$ cat config.mk
export PLATFORM = sky130hd
export DESIGN_NAME = pll_dig_pi_ctrl_flat
export DESIGN_NICKNAME = d
export VERILOG_FILES = /design/src/rtl/pll_ctrl_pkg.sv /design/src/rtl/pll_dig_pi_ctrl_if.sv /design/src/rtl/pll_lock_fsm.sv /design/src/rtl/pll_dig_pi_ctrl.sv /design/src/flat_wrapper.sv
export SDC_FILE = /design/constraint.sdc
export NUM_CORES = 1
export LEC_CHECK = 0
export BUFFER_PORTS_ARGS = -buffer_cell sky130_fd_sc_hd__buf_4
export CAP_MARGIN = 20
export CORE_ASPECT_RATIO = 1.2
export CORE_MARGIN = 1.5
export CORE_UTILIZATION = 40
export DETAILED_ROUTE_END_ITERATION = 16
export GPL_ROUTABILITY_DRIVEN = 1
export SLEW_MARGIN = 0
export SYNTH_ARGS = -nofsm -noshare
export SYNTH_HDL_FRONTEND = slang
export SYNTH_SLANG_ARGS = --single-unit
$ cat constraint.sdc
create_clock -name clkin -period 2.9 [get_ports clkin]
set_input_delay 0.29 -clock clkin [delete_from_list [all_inputs] [get_ports clkin]]
set_output_delay 0.29 -clock clkin [all_outputs]
set_load 0.02 [all_outputs]
$ cat src/rtl/pll_ctrl_pkg.sv
// Shared types, default widths and saturating helpers for the PLL PI loop controller.
// Contents:
//   *_DEF         default widths used by the interface and top-level parameters
//   wide_t        wide signed type used for all intermediate datapath arithmetic
//   lock_state_e  lock-detector states
//   clamp/sat_add saturating arithmetic on wide_t
package pll_ctrl_pkg;

    localparam int unsigned ERR_W_DEF  = 10;
    localparam int unsigned CODE_W_DEF = 12;
    localparam int unsigned FRAC_W_DEF = 4;

    // Wide enough that no gain product or P+I sum can overflow before it is clamped.
    localparam int unsigned WIDE_W = 48;
    typedef logic signed [WIDE_W-1:0] wide_t;

    typedef enum logic [1:0] {
        ACQUIRE = 2'd0,
        TRACK   = 2'd1,
        LOCKED  = 2'd2
    } lock_state_e;

    // Limit x to the range [lo, hi].
    function automatic wide_t clamp(input wide_t x, input wide_t lo, input wide_t hi);
        wide_t r;
        r = x;
        if (x < lo) begin
            r = lo;
        end else if (x > hi) begin
            r = hi;
        end
        return r;
    endfunction

    // Add two values and limit the result symmetrically to +/-lim.
    function automatic wide_t sat_add(input wide_t a, input wide_t b, input wide_t lim);
        return clamp(a + b, -lim, lim);
    endfunction

endpackage

$ cat src/rtl/pll_dig_pi_ctrl_if.sv
// Error-sample / control-code bundle between the PD sampler, the PI controller and the DAC.
// Signals:
//   err, err_valid                    error sample from the phase-detector sampler
//   ctrl_code, ctrl_valid             control code to the ring-oscillator supply DAC
//   sat_hi, sat_lo, locked            status flags
// Modports: master = sampler/DAC side, slave = controller.
interface pll_dig_pi_ctrl_if
    import pll_ctrl_pkg::*;
#(
    parameter int unsigned ERR_W  = ERR_W_DEF,
    parameter int unsigned CODE_W = CODE_W_DEF
);
    logic signed [ERR_W-1:0]  err;
    logic                     err_valid;
    logic        [CODE_W-1:0] ctrl_code;
    logic                     ctrl_valid;
    logic                     sat_hi;
    logic                     sat_lo;
    logic                     locked;

    modport master (
        output err, err_valid,
        input  ctrl_code, ctrl_valid, sat_hi, sat_lo, locked
    );

    modport slave (
        input  err, err_valid,
        output ctrl_code, ctrl_valid, sat_hi, sat_lo, locked
    );

endinterface

$ cat src/rtl/pll_lock_fsm.sv
// Lock detector: counts consecutive in-tolerance error samples and holds lock
// inside a wider hysteresis band.
// Ports:
//   clk, rst_n   clock, asynchronous active-low reset
//   err_mag      saturated |err| of the current sample
//   err_valid    sample qualifier; the FSM only advances on valid samples
//   locked       registered lock status
module pll_lock_fsm
    import pll_ctrl_pkg::*;
#(
    parameter int unsigned MAG_W    = ERR_W_DEF - 1,
    parameter int unsigned LOCK_TOL = 4,
    parameter int unsigned LOCK_CNT = 8
) (
    input  logic             clk,
    input  logic             rst_n,
    input  logic [MAG_W-1:0] err_mag,
    input  logic             err_valid,
    output logic             locked
);

    localparam int unsigned     CNT_W    = $clog2(LOCK_CNT + 1);
    localparam logic [MAG_W-1:0] TOL_IN  = MAG_W'(LOCK_TOL);
    localparam logic [MAG_W-1:0] TOL_OUT = MAG_W'(2 * LOCK_TOL);
    localparam logic [CNT_W-1:0] CNT_LAST = CNT_W'(LOCK_CNT);
    localparam logic [CNT_W-1:0] CNT_ONE  = CNT_W'(1);

    lock_state_e      state_d, state_q;
    logic [CNT_W-1:0] cnt_d, cnt_q;
    logic             locked_d, locked_q;
    logic             in_tol;
    logic             out_band;

    // State, counter and lock flag registers.
    always_ff @(posedge clk or negedge rst_n) begin
        if (!rst_n) begin
            state_q  <= ACQUIRE;
            cnt_q    <= '0;
            locked_q <= 1'b0;
        end else begin
            state_q  <= state_d;
            cnt_q    <= cnt_d;
            locked_q <= locked_d;
        end
    end

    // Next-state and counter logic; lock is dropped only outside twice the acquire tolerance.
    always_comb begin
        state_d  = state_q;
        cnt_d    = cnt_q;
        in_tol   = (err_mag <= TOL_IN);
        out_band = (err_mag > TOL_OUT);

        if (err_valid) begin
            case (state_q)
                ACQUIRE: begin
                    if (in_tol) begin
                        cnt_d   = CNT_ONE;
                        state_d = (CNT_ONE == CNT_LAST) ? LOCKED : TRACK;
                    end
                end
                TRACK: begin
                    if (in_tol) begin
                        cnt_d = cnt_q + CNT_ONE;
                        if (cnt_d == CNT_LAST) begin
                            state_d = LOCKED;
                        end
                    end else begin
                        cnt_d   = '0;
                        state_d = ACQUIRE;
                    end
                end
                LOCKED: begin
                    if (out_band) begin
                        cnt_d   = '0;
                        state_d = ACQUIRE;
                    end
                end
                default: begin
                    cnt_d   = '0;
                    state_d = ACQUIRE;
                end
            endcase
        end

        locked_d = (state_d == LOCKED);
    end

    assign locked = locked_q;

endmodule

$ cat src/rtl/pll_dig_pi_ctrl.sv
// Fixed-point PI loop controller for the ring-oscillator PLL, clocked by the reference clock.
// Two-stage pipeline: stage 1 registers the P term and updates the integrator (with
// anti-windup against the current saturation flags); stage 2 forms the output code,
// clamps it to the DAC range and flags saturation.
// Ports:
//   clkin    reference clock
//   rst_n    asynchronous active-low reset
//   bus      slave side of pll_dig_pi_ctrl_if (err/err_valid in; ctrl_code, ctrl_valid,
//            sat_hi, sat_lo, locked out)
module pll_dig_pi_ctrl
    import pll_ctrl_pkg::*;
#(
    parameter int unsigned ERR_W     = ERR_W_DEF,
    parameter int unsigned CODE_W    = CODE_W_DEF,
    parameter int unsigned FRAC_W    = FRAC_W_DEF,
    parameter int unsigned KP        = 16,
    parameter int unsigned KI        = 2,
    parameter int unsigned INIT_CODE = 2048,
    parameter int unsigned LOCK_TOL  = 4,
    parameter int unsigned LOCK_CNT  = 8
) (
    input  logic                clkin,
    input  logic                rst_n,
    pll_dig_pi_ctrl_if.slave    bus
);

    localparam int unsigned INT_W = CODE_W + FRAC_W + 2;
    // Holds KP*err for any KP below 2^16.
    localparam int unsigned P_W   = ERR_W + 17;
    localparam int unsigned MAG_W = ERR_W - 1;

    localparam wide_t INT_LIM  = (wide_t'(1) <<< (CODE_W + FRAC_W)) - wide_t'(1);
    localparam wide_t CODE_MAX = (wide_t'(1) <<< CODE_W) - wide_t'(1);
    localparam wide_t KP_W     = wide_t'(KP);
    localparam wide_t KI_W     = wide_t'(KI);
    localparam wide_t INIT_W   = wide_t'(INIT_CODE);
    localparam logic [ERR_W-1:0] ERR_MIN = {1'b1, {(ERR_W-1){1'b0}}};
    localparam logic [CODE_W-1:0] INIT_Q = CODE_W'(INIT_CODE);

    logic signed [P_W-1:0]   p_d, p_q;
    logic signed [INT_W-1:0] integ_d, integ_q;
    logic                    v1_d, v1_q;
    logic [CODE_W-1:0]       code_d, code_q;
    logic                    vld_d, vld_q;
    logic                    sat_hi_d, sat_hi_q;
    logic                    sat_lo_d, sat_lo_q;

    wide_t                   err_w;
    wide_t                   raw;
    logic                    hold;
    logic [MAG_W-1:0]        err_mag;

    // Pipeline and output registers.
    always_ff @(posedge clkin or negedge rst_n) begin
        if (!rst_n) begin
            p_q      <= '0;
            integ_q  <= '0;
            v1_q     <= 1'b0;
            code_q   <= INIT_Q;
            vld_q    <= 1'b0;
            sat_hi_q <= 1'b0;
            sat_lo_q <= 1'b0;
        end else begin
            p_q      <= p_d;
            integ_q  <= integ_d;
            v1_q     <= v1_d;
            code_q   <= code_d;
            vld_q    <= vld_d;
            sat_hi_q <= sat_hi_d;
            sat_lo_q <= sat_lo_d;
        end
    end

    // Stage 1: P term and anti-windup integrator; stage 2: sum, floor-shift and clamp.
    always_comb begin
        p_d      = p_q;
        integ_d  = integ_q;
        v1_d     = bus.err_valid;
        code_d   = code_q;
        vld_d    = v1_q;
        sat_hi_d = sat_hi_q;
        sat_lo_d = sat_lo_q;

        err_w = wide_t'(bus.err);
        // Freeze the integrator while the output is pinned and the error pushes further out.
        hold  = (sat_hi_q && (err_w > wide_t'(0))) || (sat_lo_q && (err_w < wide_t'(0)));

        if (bus.err_valid) begin
            p_d = P_W'(err_w * KP_W);
            if (!hold) begin
                integ_d = INT_W'(sat_add(wide_t'(integ_q), err_w * KI_W, INT_LIM));
            end
        end

        raw = INIT_W + ((wide_t'(p_q) + wide_t'(integ_q)) >>> FRAC_W);

        if (v1_q) begin
            code_d   = CODE_W'(clamp(raw, wide_t'(0), CODE_MAX));
            sat_hi_d = (raw > CODE_MAX);
            sat_lo_d = (raw < wide_t'(0));
        end
    end

    // Saturating |err| so the most negative code does not wrap to zero.
    always_comb begin
        err_mag = '0;
        if ($unsigned(bus.err) == ERR_MIN) begin
            err_mag = '1;
        end else if (bus.err[ERR_W-1]) begin
            err_mag = MAG_W'(-bus.err);
        end else begin
            err_mag = MAG_W'(bus.err);
        end
    end

    pll_lock_fsm #(
        .MAG_W    (MAG_W),
        .LOCK_TOL (LOCK_TOL),
        .LOCK_CNT (LOCK_CNT)
    ) u_lock_fsm (
        .clk       (clkin),
        .rst_n     (rst_n),
        .err_mag   (err_mag),
        .err_valid (bus.err_valid),
        .locked    (bus.locked)
    );

    assign bus.ctrl_code  = code_q;
    assign bus.ctrl_valid = vld_q;
    assign bus.sat_hi     = sat_hi_q;
    assign bus.sat_lo     = sat_lo_q;

endmodule

$ cat src/flat_wrapper.sv
// flat-port wrapper written by rule: the top's interface ports become plain ports
module pll_dig_pi_ctrl_flat import pll_ctrl_pkg::*;
#(
    parameter int unsigned ERR_W     = ERR_W_DEF,
    parameter int unsigned CODE_W    = CODE_W_DEF,
    parameter int unsigned FRAC_W    = FRAC_W_DEF,
    parameter int unsigned KP        = 16,
    parameter int unsigned KI        = 2,
    parameter int unsigned INIT_CODE = 2048,
    parameter int unsigned LOCK_TOL  = 4,
    parameter int unsigned LOCK_CNT  = 8
)
  (clkin, rst_n, bus_err, bus_err_valid, bus_ctrl_code, bus_ctrl_valid, bus_sat_hi, bus_sat_lo, bus_locked);
  pll_dig_pi_ctrl_if #(.ERR_W(ERR_W), .CODE_W(CODE_W)) bus_i ();
  input  logic clkin;
  input  logic rst_n;
  input wire logic [$bits(bus_i.err)-1:0] bus_err;
  input wire logic [$bits(bus_i.err_valid)-1:0] bus_err_valid;
  output wire logic [$bits(bus_i.ctrl_code)-1:0] bus_ctrl_code;
  output wire logic [$bits(bus_i.ctrl_valid)-1:0] bus_ctrl_valid;
  output wire logic [$bits(bus_i.sat_hi)-1:0] bus_sat_hi;
  output wire logic [$bits(bus_i.sat_lo)-1:0] bus_sat_lo;
  output wire logic [$bits(bus_i.locked)-1:0] bus_locked;
  assign bus_i.err = bus_err;
  assign bus_i.err_valid = bus_err_valid;
  assign bus_ctrl_code = bus_i.ctrl_code;
  assign bus_ctrl_valid = bus_i.ctrl_valid;
  assign bus_sat_hi = bus_i.sat_hi;
  assign bus_sat_lo = bus_i.sat_lo;
  assign bus_locked = bus_i.locked;
  pll_dig_pi_ctrl #(.ERR_W(ERR_W), .CODE_W(CODE_W), .FRAC_W(FRAC_W), .KP(KP), .KI(KI), .INIT_CODE(INIT_CODE), .LOCK_TOL(LOCK_TOL), .LOCK_CNT(LOCK_CNT)) u_core (.clkin(clkin), .rst_n(rst_n), .bus(bus_i));
endmodule
==> results.py <==
metrics = {
    "outcome": {
        "status": "finished, violations left",
        "violations": "hold timing, setup timing",
    },
    "timing": {
        "finalSetupViolCount": 28,
        "tightest_slew_ns": 0.630,
        "slew_headroom_pct": 58.0,
        "hold-worst-slack_ns": -0.00306,
        "timing.final.ws_setup_ns": -0.0904,
        "rsz0062_at_grt": "true",
        "final_max_slew_viol_count": 0,
        "report.final.hold_viol_count": 1,
        "finClkSkew_ns": 0.00596,
        "fmaxAchievable_mhz": 334,
        "tns_ns": -1.08,
        "period_needed_ns": 2.99,
        "post-route-period-util_pct": 103,
    },
    "synthesis": {
        "synth_xor_area_share_pct": 3.24,
        "postSynth.asyncResetShare_pct": 100,
        "synthSimpleGateAreaFrac_pct": 19.4,
        "synth_area_sq_mm": 0.00432,
        "synth_edf_count": 0,
        "ys_warn_count": 0,
        "syn_avg_cell_area_sq_um": 9.08,
        "synthFlopType": "dfrtp_1",
        "synth_seq_cells": 51,
        "synth_compound_area_share_pct": 29.0,
        "synth_fp_nets": 525,
        "synth_top_family_by_area": "compound AO/OA/AOI/OAI gates",
        "synthMuxAreaShare_pct": 4.46,
        "synth_cell_types": 87,
        "synth_fa_ha_area_share_pct": 10.8,
        "postSynthCellCount": 476,
        "ys_seq_area_share_pct": 29.5,
    },
    "cells_and_area": {
        "fin_nets": 640,
        "seq_area_sq_mm": 0.00128,
        "multi_input_area_sq_mm": 0.00319,
        "areaGrowthSynthToFinish_pct": 34.9,
        "drive_above_1_share_pct": 36.1,
        "final_common_cell": "buf_4",
        "fin_cells": 721,
        "layout.cells.most_common_list": "121 x buf_4, 49 x dfrtp_1, 32 x a21oi_1",
        "num-fill-cells": 939,
        "num_antenna_cells": 0,
    },
    "worst_setup_path": {
        "worst-endpoint-arrival_ns": 3.17,
        "cp_max_fo": 12,
        "cp_common_cell": "ha_2",
        "worst_ep_required_time_ns": 3.08,
        "cpMaxStageDelayCell": "dfrtp_1",
        "start_kind": "flip-flop",
        "crit_type": "flip-flop to flip-flop",
        "crit_path_cell_trace": "ha_2 > fa_2 > a211oi_2 > nor2_2 > o2111a_1 > a211o_1 > ha_2 > or2_0 > a311o_1 > buf_12 > o221a_2",
        "startpoint": "u_core.p_q[4]$_DFFE_PN0P_",
        "end_kind": "flip-flop",
        "reg2reg_from": "u_core.p_q[4]$_DFFE_PN0P_",
        "slowest_delay_ns": 0.38,
    },
    "power": {
        "p_sw_mw": 3.16,
        "p_leak_nw": 2.61,
        "total_power_mw": 7.37,
        "p_int_mw": 4.21,
        "sw_frac_of_total_pct": 42.9,
        "p_per_area_mw_per_mm2": 1260,
        "comb_power_share_pct": 75.5,
        "vdd_drop_max_mv": 0.563,
        "clock_power_share_pct": 7.9,
        "seqPwrFrac_pct": 16.6,
    },
    "routing": {
        "viasPerCell": 5.70,
        "postRouteAntennaNets": 0,
        "drtIter0Drc": 150,
        "vias": 4110,
        "totalWireLength_um": 11200,
        "drcViolationCount": 0,
        "first_pass_iters": 4,
        "wl_per_cell_um": 15.6,
    },
    "place": {
        "dp_cells": 699,
        "post-dp-hpwl_um": 8720,
        "place_congestion": 0.876,
        "io_buffers": 28,
    },
    "grt": {
        "busiest_layer": "met2",
        "grt_start_max_net_pins": 52,
        "grt_pass1_wl_um": 18500,
        "grt-ovfl-total": 0,
        "grt_util_all_layers_pct": 19.7,
        "met1_usage_pct": 24.3,
        "grt_antenna_before_repair": 0,
        "met2_usage_pct": 36.3,
        "grt_pass1_vias": 3900,
        "use_met3_pct": 2.55,
    },
    "hold_path": {
        "hp-class": "input pin to async pin",
    },
    "floorplan": {
        "pin_count": 29,
        "dieArea_sq_mm": 0.0114,
        "core_area_sq_mm": 0.0105,
        "rows": 41,
        "fp.dieW_um": 97.9,
        "die_y_um": 117,
        "start_util_pct": 41.1,
    },
    "clocking": {
        "clockBufferDepth": 2,
        "hold_buffers": 0,
        "cts_buffers": 5,
        "root_buffer": "clkbuf_16",
        "htreeDepth": 2,
        "clk_pin_slew_ns": 0.07,
        "clock_sinks": 51,
        "cts_tree": "built",
        "insertion_delay_ns": 0.30,
    },
    "job": {
        "max_cap_viol_count": 0,
    },
}
## critical path: cells and delay by family, from the launching register on
| kind | cells | cell delay [ns] |
|---|---|---|
| flops | 1 | 0.38 |
| buf+inv | 1 | 0.16 |
| compound gates | 5 | 1.30 |
| simple gates | 2 | 0.28 |
| fa+ha+maj | 3 | 0.75 |
## timing repair
action	in CTS	in global routing
resized for setup	14	28
pin swaps	6	24
setup endpoints to repair	29	30
cloned	1	0
setup buffers	4	10
## cells by family after synthesis
family / after synthesis
buffers and inverters: 35
AO/OA/AOI/OAI: 169
multiplexers: 18
AND/OR/NAND/NOR: 151
flip-flops: 51
XOR/XNOR: 16
adder cells (fa/ha/maj): 36
## through the flow
step	util [%]	setup slack, ns	area, sq um
CTS	53.7	-0.144	5650
floorplan	-	-0.0682	4420
global route	55.5	-0.234	5830
detailed placement	51.0	-0.189	5370
finish	55.5	-0.0904	5830
global placement	51.0	-0.148	5370
## synthesized netlist by cell type, drive strengths merged (3+ instances only)
cell type   n  share of area, %
a31oi       4              0.58
buf         7              0.95
o21ai      25               3.0
o221a      12               3.1
dfrtp      50                29
nor2       27               2.3
nand3b      4              0.69
o31ai       3              0.52
ha         34               9.8
and3        5              0.72
clkbuf     11               1.2
or3b        3              0.67
nand2b     10               1.4
o21bai      5              0.87
mux2i       8               1.9
o2111ai     5               1.0
a21boi      3              0.52
inv        17               1.5
a211oi      9               1.7
xnor2       9               1.8
or4         6               1.2
o211ai      4              0.81
nor3        6              0.69
or2         4              0.58
a21o       11               1.9
or4b        3              0.69
xor2        7               1.4
o211a       3              0.69
nand3      12               1.4
o21a        9               1.6
nand2      32               2.8
a22oi      13               2.3
a211o       5               1.0
a21oi      33               3.8
or3        11               1.6
and2        5              0.72
mux2       10               2.6
nor2b       7               1.0
nand4       7               1.0
## power groups by stage
| stage | clock network (mW) | logic (mW) | registers, mW |
|---|---|---|---|
| floorplan | 0 | 3.11 | 1.28 |
| global placement | 0 | 4.82 | 1.22 |
| detailed placement | 0 | 4.91 | 1.23 |
| CTS | 0.603 | 5.23 | 1.22 |
| global route | 0.623 | 6.11 | 1.27 |
| finish | 0.585 | 5.56 | 1.22 |
## path summary, 6_finish.rpt
| check | to | slack, ns | cells after the start |
|---|---|---|---|
| worst max-delay path | u_core.bus.ctrl_code[10]$_DFFE_PN0P_ | -0.09 | 11 |
| min in group clkin | u_core.v1_q$_DFF_PN0_ | 0.24 | 1 |
| max in group asynchronous | u_core.integ_q[5]$_DFFE_PN0P_ | 2.43 | 1 |
| worst min register to register | u_core.integ_q[0]$_DFFE_PN0P_ | 0.48 | 1 |
| worst min-delay path | u_core.u_lock_fsm.cnt_q[3]$_DFFE_PN0P_ | -0.003 | 1 |
| worst max register to register | u_core.bus.ctrl_code[10]$_DFFE_PN0P_ | -0.09 | 11 |
## registers in the layout (all words and copies together) (netlist names)
signal,cells
u_core.u_lock_fsm.state_q,2
u_core.bus.sat_hi,1
u_core.bus.ctrl_valid,1
u_core.integ_q,18
u_core.bus.sat_lo,1
u_core.v1_q,1
u_core.u_lock_fsm.locked,1
u_core.bus.ctrl_code,12
u_core.u_lock_fsm.cnt_q,4
u_core.p_q,10
## metal layers
metal / vias up / share of wire, %
li1: 2075 / -
met1: 1969 / 45
met2: 54 / 51
met3: 12 / 2.5
met4: 0 / 1.2
met5: - / 0
## layout make-up
cell class / count / area share, %
sequential: 51 / 21.9
tap: 129 / 2.77
inverter: 17 / 1.09
timing repair buffer: 126 / 17.1
clock inverter: 2 / 0.214
clock buffer: 6 / 2.21
multi-input combinational: 390 / 54.7
Power figures use the tool's default switching activity.
